## src/rtl/isq_pkg.sv

```systemverilog
// Shared issue-queue definitions: entry field layout and
// instruction age comparison.
package isq_pkg;

  localparam int ID_WIDTH   = 7;
  localparam int PREG_WIDTH = 6;
  localparam int DATA_WIDTH = 248;

  localparam int ID_LSB       = 241;
  localparam int PRS1_LSB     = 111;
  localparam int PRS2_LSB     = 105;
  localparam int SRC1_REG_BIT = 104;
  localparam int SRC2_REG_BIT = 103;

  // MSB is a wrap bit: differing wrap bits invert the plain compare
  function automatic logic is_younger(
    input logic [ID_WIDTH-1:0] flush_id,
    input logic [ID_WIDTH-1:0] id
  );
    return (flush_id[ID_WIDTH-1] ^ id[ID_WIDTH-1]) ^
           (flush_id[ID_WIDTH-2:0] < id[ID_WIDTH-2:0]);
  endfunction

endpackage

```

## src/rtl/isq_issue_arbiter_rr.sv

```systemverilog
// Round-robin pick: first eligible requester at or after the
// pointer. Pointer state lives in the parent.
module rr_arbiter #(
  parameter int NUM_REQ     = 2,
  parameter int NUM_REQ_LOG = 1
) (
  input  logic [NUM_REQ-1:0]     i_eligible,
  input  logic [NUM_REQ_LOG-1:0] i_rr_ptr,
  input  logic                   i_enable,
  output logic [NUM_REQ-1:0]     o_grant,
  output logic [NUM_REQ_LOG-1:0] o_grant_idx,
  output logic                   o_any
);

  int                   w_j;
  logic [NUM_REQ_LOG-1:0] w_idx;

  always_comb begin
    o_grant     = '0;
    o_grant_idx = '0;
    o_any       = 1'b0;
    w_j         = 0;
    w_idx       = '0;
    for (int k = 0; k < NUM_REQ; k++) begin
      w_j   = (int'(i_rr_ptr) + k) % NUM_REQ;
      w_idx = NUM_REQ_LOG'(w_j);
      if (i_enable && !o_any && i_eligible[w_idx]) begin
        o_any          = 1'b1;
        o_grant_idx    = w_idx;
        o_grant[w_idx] = 1'b1;
      end
    end
  end

endmodule

```

## src/rtl/isq_issue_arbiter.sv

```systemverilog
// Issue arbiter: shares one PRF read pair and one FU slot
// between issue queues, with a single registered output stage.
module isq_issue_arbiter
  import isq_pkg::*;
#(
  parameter int NUM_REQ     = 2,
  parameter int NUM_REQ_LOG = 1
) (
  input  logic                          clock,
  input  logic                          reset_n,
  input  logic [NUM_REQ-1:0]            req_valid,
  output logic [NUM_REQ-1:0]            req_ready,
  input  logic [NUM_REQ*DATA_WIDTH-1:0] req_data,
  output logic                          prf_rs1_rden,
  output logic [PREG_WIDTH-1:0]         prf_rs1_rdaddr,
  input  logic [63:0]                   prf_rs1_rddata,
  output logic                          prf_rs2_rden,
  output logic [PREG_WIDTH-1:0]         prf_rs2_rdaddr,
  input  logic [63:0]                   prf_rs2_rddata,
  output logic                          out_valid,
  input  logic                          out_ready,
  output logic [DATA_WIDTH-1:0]         out_data,
  output logic [63:0]                   out_src1,
  output logic [63:0]                   out_src2,
  output logic [NUM_REQ_LOG-1:0]        out_req_id,
  input  logic                          flush_valid,
  input  logic [ID_WIDTH-1:0]           flush_id
);

  logic [NUM_REQ_LOG-1:0] r_rr_ptr;
  logic [DATA_WIDTH-1:0]  w_ent [NUM_REQ];
  logic [NUM_REQ-1:0]     w_elig;
  logic [NUM_REQ-1:0]     w_grant;
  logic [NUM_REQ_LOG-1:0] w_idx;
  logic [NUM_REQ_LOG-1:0] w_ptr_nxt;
  logic [DATA_WIDTH-1:0]  w_sel;
  logic                   w_any;
  logic                   w_killed;
  logic                   w_can_accept;

  for (genvar g = 0; g < NUM_REQ; g++) begin : g_req
    assign w_ent[g]  = req_data[g*DATA_WIDTH +: DATA_WIDTH];
    assign w_elig[g] = req_valid[g] && !(flush_valid &&
      is_younger(flush_id, w_ent[g][ID_LSB +: ID_WIDTH]));
  end

  assign w_killed = out_valid && flush_valid &&
    is_younger(flush_id, out_data[ID_LSB +: ID_WIDTH]);
  assign w_can_accept = !out_valid || out_ready || w_killed;

  rr_arbiter #(
    .NUM_REQ     (NUM_REQ),
    .NUM_REQ_LOG (NUM_REQ_LOG)
  ) u_rr (
    .i_eligible  (w_elig),
    .i_rr_ptr    (r_rr_ptr),
    .i_enable    (w_can_accept),
    .o_grant     (w_grant),
    .o_grant_idx (w_idx),
    .o_any       (w_any)
  );

  assign req_ready = w_grant;
  assign w_sel     = w_ent[w_idx];
  assign w_ptr_nxt = (int'(w_idx) == NUM_REQ - 1) ?
                     '0 : w_idx + 1'b1;

  assign prf_rs1_rden   = w_any && w_sel[SRC1_REG_BIT];
  assign prf_rs2_rden   = w_any && w_sel[SRC2_REG_BIT];
  assign prf_rs1_rdaddr = prf_rs1_rden ?
                          w_sel[PRS1_LSB +: PREG_WIDTH] : '0;
  assign prf_rs2_rdaddr = prf_rs2_rden ?
                          w_sel[PRS2_LSB +: PREG_WIDTH] : '0;

  always_ff @(posedge clock or negedge reset_n) begin
    if (!reset_n) begin
      r_rr_ptr   <= '0;
      out_valid  <= 1'b0;
      out_data   <= '0;
      out_src1   <= '0;
      out_src2   <= '0;
      out_req_id <= '0;
    end else if (w_any) begin
      r_rr_ptr   <= w_ptr_nxt;
      out_valid  <= 1'b1;
      out_data   <= w_sel;
      out_src1   <= w_sel[SRC1_REG_BIT] ? prf_rs1_rddata : '0;
      out_src2   <= w_sel[SRC2_REG_BIT] ? prf_rs2_rddata : '0;
      out_req_id <= w_idx;
    end else if (w_can_accept) begin
      out_valid  <= 1'b0;
    end
  end

endmodule

```

## config.mk

```make
export PLATFORM = sky130hd
export DESIGN_NAME = isq_issue_arbiter
export DESIGN_NICKNAME = d
export VERILOG_FILES = /design/src/rtl/isq_pkg.sv /design/src/rtl/isq_issue_arbiter_rr.sv /design/src/rtl/isq_issue_arbiter.sv
export SDC_FILE = /design/constraint.sdc
export NUM_CORES = 1
export LEC_CHECK = 0
export ABC_AREA = 1
export BUFFER_PORTS_ARGS = -buffer_cell sky130_fd_sc_hd__buf_2
export CAP_MARGIN = 20
export CORE_AREA = 10 10 390 392
export DETAILED_ROUTE_END_ITERATION = 7
export DIE_AREA = 0 0 400 402
export REMOVE_ABC_BUFFERS = 1
export SYNTH_ARGS = -nofsm -noshare
export SYNTH_HDL_FRONTEND = slang
export SYNTH_SLANG_ARGS = --single-unit
```

## constraint.sdc

```tcl
create_clock -name clock -period 4.52 [get_ports clock]
set_input_delay 0.452 -clock clock [delete_from_list [all_inputs] [get_ports clock]]
set_output_delay 0.452 -clock clock [all_outputs]
set_load 0.02 [all_outputs]
```

== After elaboration in Yosys (flattened, before gate mapping) ==
Cells that the tools add are included.
Word-level totals
  output and inout bits: 394
  register bits: 379
Operators by class
  reductions and logical operators: 20
  bitwise logic cells: 8
  add/subtract/negate cells: 2
  multiplexer cells: 24
  magnitude comparators: 8
Operators by type and width (number)
  $mux W248: 3
  $mux W64: 2
  $lt A6 B6 Y1: 3
  $logic_and A1 B1 Y1: 13
  $mux W1: 13
  $mux W6: 2
  $xor A1 B1 Y1: 6
  $logic_not A1 Y1: 4
  $lt A1 B2 Y1 const B: 2
  $mux W2: 2
  $add A1 B1 Y1 const B: 2
  $demux W1 S1: 2
  $ge A1 B1 Y1 const B: 2
  $ge A2 B2 Y1 const B: 1
  $logic_or A1 B1 Y1: 2
  $not A1 Y2: 1
  $or A2 B2 Y2: 1
  $reduce_bool A2 Y1: 1

== Logic depth before layout (Yosys ltp) ==
  depth in word-level cells: 19
  mapped depth: 16
  gate-level depth less buffers: 15

== Modules after synthesis ==
Synthesis repeated with hierarchy kept, for this count alone.
Second synthesis, totals
  cell total of the unflattened synthesis: 1765
  area, all modules: 16648.5 sq um
Modules (own cells, without submodules)
  isq_issue_arbiter: times used 1, area an instance 16618.4 sq um, cells each 1758
  rr_arbiter: times used 1, area an instance 30.0 sq um, cells each 7

== Worst setup path before layout ==
No wires, ideal clock.
  kind: reg2out
  start: register out_data[246]
  end: output prf_rs1_rdaddr[0]
  stages on the path, launching flop included: 14
  arrival: 2.193 ns
  buffers on the path: 1
  data required time: 4.068 ns
  setup slack: 1.875 ns
  path through: dfrtp_1 > inv_1 > ha_1 > a21o_1 > nor2_1 > nand2_1 > nand2_1 > nand3_1 > nand2_2 > nand4_1 > nand2_1 > buf_2 > nand2_1 > inv_1
On the way
  word-level cells in the longest chain between the ends: 16
RTL lines
  start: declaration: line isq_issue_arbiter.sv:22  | output logic [DATA_WIDTH-1:0] out_data,
  start signal: assignment: line isq_issue_arbiter.sv:86  | out_data <= w_sel;
  $lt A6 B6 Y1 *: line isq_pkg.sv:21  | (flush_id[ID_WIDTH-2:0] < id[ID_WIDTH-2:0]);
  $xor A1 B1 Y1 *: line isq_pkg.sv:20  | return (flush_id[ID_WIDTH-1] ^ id[ID_WIDTH-1]) ^
  $logic_and A1 B1 Y1 *: line isq_issue_arbiter.sv:47  | assign w_killed = out_valid && flush_valid &&
  $logic_or A1 B1 Y1 *: line isq_issue_arbiter.sv:49  | assign w_can_accept = !out_valid || out_ready || w_killed;
  $logic_and A1 B1 Y1: line isq_issue_arbiter_rr.sv:27  | if (i_enable && !o_any && i_eligible[w_idx]) begin
  $mux W1: line isq_issue_arbiter_rr.sv:27
  $logic_not A1 Y1: line isq_issue_arbiter_rr.sv:27
  $logic_and A1 B1 Y1 (2 in series): line isq_issue_arbiter_rr.sv:27
  $mux W1: line isq_issue_arbiter_rr.sv:27
  $not A1 Y2 (implied by the code): line isq_issue_arbiter.sv:64  | assign w_sel = w_ent[w_idx];
  $mux W248 (implied by the code) (3 in series): line isq_issue_arbiter.sv:64
  $logic_and A1 B1 Y1 *: line isq_issue_arbiter.sv:68  | assign prf_rs1_rden = w_any && w_sel[SRC1_REG_BIT];
  net prf_rs1_rden: line isq_issue_arbiter.sv:14  | output logic prf_rs1_rden,
  $mux W6 *: line isq_issue_arbiter.sv:70  | assign prf_rs1_rdaddr = prf_rs1_rden ?
  end: declaration: line isq_issue_arbiter.sv:15  | output logic [PREG_WIDTH-1:0] prf_rs1_rdaddr,
Mark *: on every way through the listed nets, which the timed path passes. The rest lies on a longest branch. The select of a mux whose other input is x is not followed.

== Worst setup path after layout ==
  start: register out_data[246]
  end: output req_ready[1]
On the way
  word-level cells in the longest chain between the ends: 10
RTL lines
  $lt A6 B6 Y1 *: line isq_pkg.sv:21
  $xor A1 B1 Y1 *: line isq_pkg.sv:20
  $logic_and A1 B1 Y1 *: line isq_issue_arbiter.sv:47
  $logic_or A1 B1 Y1 *: line isq_issue_arbiter.sv:49
  $logic_and A1 B1 Y1: line isq_issue_arbiter_rr.sv:27
  $mux W1: line isq_issue_arbiter_rr.sv:27
  $logic_not A1 Y1: line isq_issue_arbiter_rr.sv:27
  $logic_and A1 B1 Y1 (2 in series): line isq_issue_arbiter_rr.sv:27
  $mux W2 *: line isq_issue_arbiter_rr.sv:27
  end: declaration: line isq_issue_arbiter.sv:12  | output logic [NUM_REQ-1:0] req_ready,
Every way passes the cells marked *; elsewhere a longest branch is shown, timed or not.

==> impl_results.md <==
* Die ar. at 161,000 µm²
* Final setup fails at 0
* WL/cell at between 20 and 25 µm
* Most used DFF post-synth: dfrtp_1
* H-tree depth at 2
* Slew Viols, Final at 0
* R2r endpoint: out_data[55]
* CP most frequent cell: nand2_1
* Clk sinks at 379
* Final Critical Period at roughly 4.1 ns
* Clock skew at around 0.027 ns
* Hold endpoint: out_data[92]
* Hold Path Stages at 3
* CTS root buf: clkbuf_16
* Async SR Flop Fraction at 100%
* Worst slew pin tran at about 1.3 ns
* Num rows at 140
* Vias at roughly 20k
* CTS clk-pin slew, worst paths at approximately 0.060 ns
* Yosys cell types at 22
* Number of max-cap violations at 0
* ANT nets after route at 0
* Initial DRC Count at 1,791
* Number of synthesized flops with an enable pin at 0
* Area leader, netlist: dfrtp_1
* Gate Count Post-Synth at 2,056
* Pre-CTS setup slack at 0.775 ns
* Die width at ~400 µm
* Highest-delay cell along the critical path: inv_8
* Min-delay src: req_data[340]
* Post-route setup slack at around 0.47 ns
* Final Cycle Share at 89.6%
* Via density at 3.84
* Initial antenna violation count at around 80
* Non-filler cells, final at around 5.2k
* Final Cell Area at roughly 27,000 µm²
* P_leak at 0.0144 µW
* Total power draw at 16,800 µW
* Sequential share of the synthesized area at a little under three fifths
* Area contributors post-synth: dfrtp_1, nand2_1, nand3_1
* CTS Buf Count at between 40 and 50
* Reg2reg path depth at 13
* CP Capture Type: output port
* Setup repair after global routing missed its margin: no
* Layout cells sized above 1 at between 30% and 40%
* Most numerous cell in the Yosys netlist: nand2_1
* Avg Synthesized Cell Area at slightly above 8 µm²
* Grt ovf at 0
* HP Class: input pin to flip-flop
* Die Height at about 400 µm
* Crit Reg-Reg Startpoint: out_data[246]
* Placed inst area at approximately 24,000 µm²
* Post-cts resize count at 0
* Top-Level Pins at 1,031
* Share of the synthesized area in the top cell type at 56.6%
* Post-Synthesis Cell Area at approximately 17,000 µm²
* Largest net degree at the start of global routing at between 150 and 200
* Post-route setup TNS at 0 ns
* All-Layer GR Usage at ~15%
* List of most frequent post-synthesis cells: nand2_1, nand3_1, dfrtp_1
* Flops & latches, synth at 379
* Power per cell area at a little over 600 nW/µm²
* CTS tree: yes
* Fmax achieved at around 0.25 GHz
* Fillcell total at between 15k and 20k
* Max stage delay on crit path at 0.46 ns
* Status: completed
* Clk_lat worst skew at roughly 0.63 ns
* Port-buffer cells at between 1k and 1.5k
* CP Launch Type: flip-flop
* Yosys warns at 0
* Number of global-route vias before repair at 20.2k
* Rel. slew slack at between 15 and 20%
* Worst setup path class: flip-flop to output port
* Global-route wire length before repair at roughly 170 mm
* Nets@finish at about 3.8k
* HPWL after DPL at roughly 110 mm
* CORE AREA at 145,000 µm²
* Cell count after placement at between 4k and 5k
* WP buf/inv at 3
* Initial core utilization at about 12%
* Req. time, crit path at around 4.1 ns
* Bufs on Longest Clock Path at 3
* GPL Wtd Cong at approximately 0.95
* Peak VDD IR at 331 µV
* Worst path top cell family by delay: simple AND/OR/NAND/NOR gates
* CP Cell Sequence: inv_1 > ha_1 > a21o_1 > nor2_1 > nand2_1 > nand2_1 > nand3_1 > nand2_2 > nand3_4 > inv_8 > buf_2
* Crit path DAT at about 3.6 ns
* Crit path max fanout at 60
* Worst reg2reg setup slack at around 1 ns
* DRC violations left at 0
* Area grow syn2layout at 62.3%
* Final hold vios at 0
* DRT Pass-1 Iters at 6
* WL final at about 130 mm
==> report_power, final <==
| group | switching, µW | internal (µW) | total (µW) |
|---|---|---|---|
| clock | 1610 | 2330 | 3940 |
| combinational | 5440 | 2020 | 7460 |
| sequential | 787 | 4630 | 5420 |
==> worst register-to-register path, cell delays in order, from the launching register on <==
cell,delay [ns]
dfrtp_1,0.40
inv_1,0.06
ha_1,0.30
a21o_1,0.18
nor2_1,0.13
nand2_1,0.07
nand2_1,0.06
nand3_1,0.07
nand2_2,0.30
inv_2,0.08
a21oi_4,0.16
buf_12,0.33
nand3_1,1.08
nand3_1,0.19
==> metrics by stage <==
| stage | hold WS, ns | utilization, % |
|---|---|---|
| after global routing | 0.0137 | 18.8 |
| after detailed placement | 0.459 | 16.7 |
| final | 0.0571 | 18.8 |
| after global placement | 0.456 | 16.7 |
| after CTS | 0.0000143 | 18.8 |
| after floorplan | 0.156 | - |
==> worst max path at each step <==
stage                  startpoint  cells past startpoint            end
detailed placement  req_data[494]                     15  out_data[191]
finish              out_data[246]                     11   req_ready[1]
floorplan           out_data[246]                     13     out_req_id
global placement    req_data[494]                     15  out_data[191]
CTS                 out_data[246]                     11   req_ready[1]
global route        out_data[246]                     11   req_ready[1]
==> routing by layer <==
layer | vias to the layer above | part of all wire (%) | GRT usage, %
li1 | 8892 | - | -
met1 | 9652 | 35 | 15.9
met2 | 979 | 45 | 22.9
met3 | 257 | 15 | 9.29
met4 | 28 | 5.2 | 8.67
met5 | - | 0.13 | 0
==> state kept, by name, summed over array words and instances (netlist names) <==
signal and count:
out_valid 1, out_src1 64, out_data 248, r_rr_ptr 1
out_req_id 1, out_src2 64
==> cells by family (layout without fill, tap and decap cells) <==
| family | Yosys count | in the layout | synth area share (%) |
|---|---|---|---|
| xor gates and xnor gates | 3 | 3 | 0.157 |
| AOI/OAI and AO/OA | 6 | 6 | 0.261 |
| buffers and inverters | 185 | 1340 | 5.06 |
| adders and majority gates | 15 | 15 | 1.12 |
| other | 0 | 37 | 0 |
| and+or+nand+nor | 1468 | 1468 | 36.8 |
| DFF | 379 | 379 | 56.6 |
==> timing repair <==
item	4_1_cts	5_1_grt
hold endpoints to repair	218	0
buffers inserted	0	0
hold buffers	138	0
==> placed cells by master (no fill, tap or decap), types with 16 or more instances in the layout <==
cell type and n:
nand2_1 965, nand4_1 16, dfrtp_1 379, dlygate4sd3_1 138, nand3_1 476, buf_4 27
clkbuf_16 51, inv_1 44, buf_2 1029, diode_2 37
==> cell type report <==
| class | instances | area [µm²] | share of cell area [%] |
|---|---|---|---|
| Antenna cell | 37 | 92.6 | 0.340 |
| Clock buffer | 70 | 1420 | 5.21 |
| Clock inverter | 14 | 165 | 0.607 |
| Inverter | 48 | 195 | 0.718 |
| Multi-Input combinational cell | 1492 | 6430 | 23.7 |
| Sequential cell | 379 | 9480 | 34.9 |
| Tap cell | 1917 | 2400 | 8.82 |
| Timing Repair Buffer | 1208 | 7010 | 25.8 |
(Power assumes the default switching activity.)
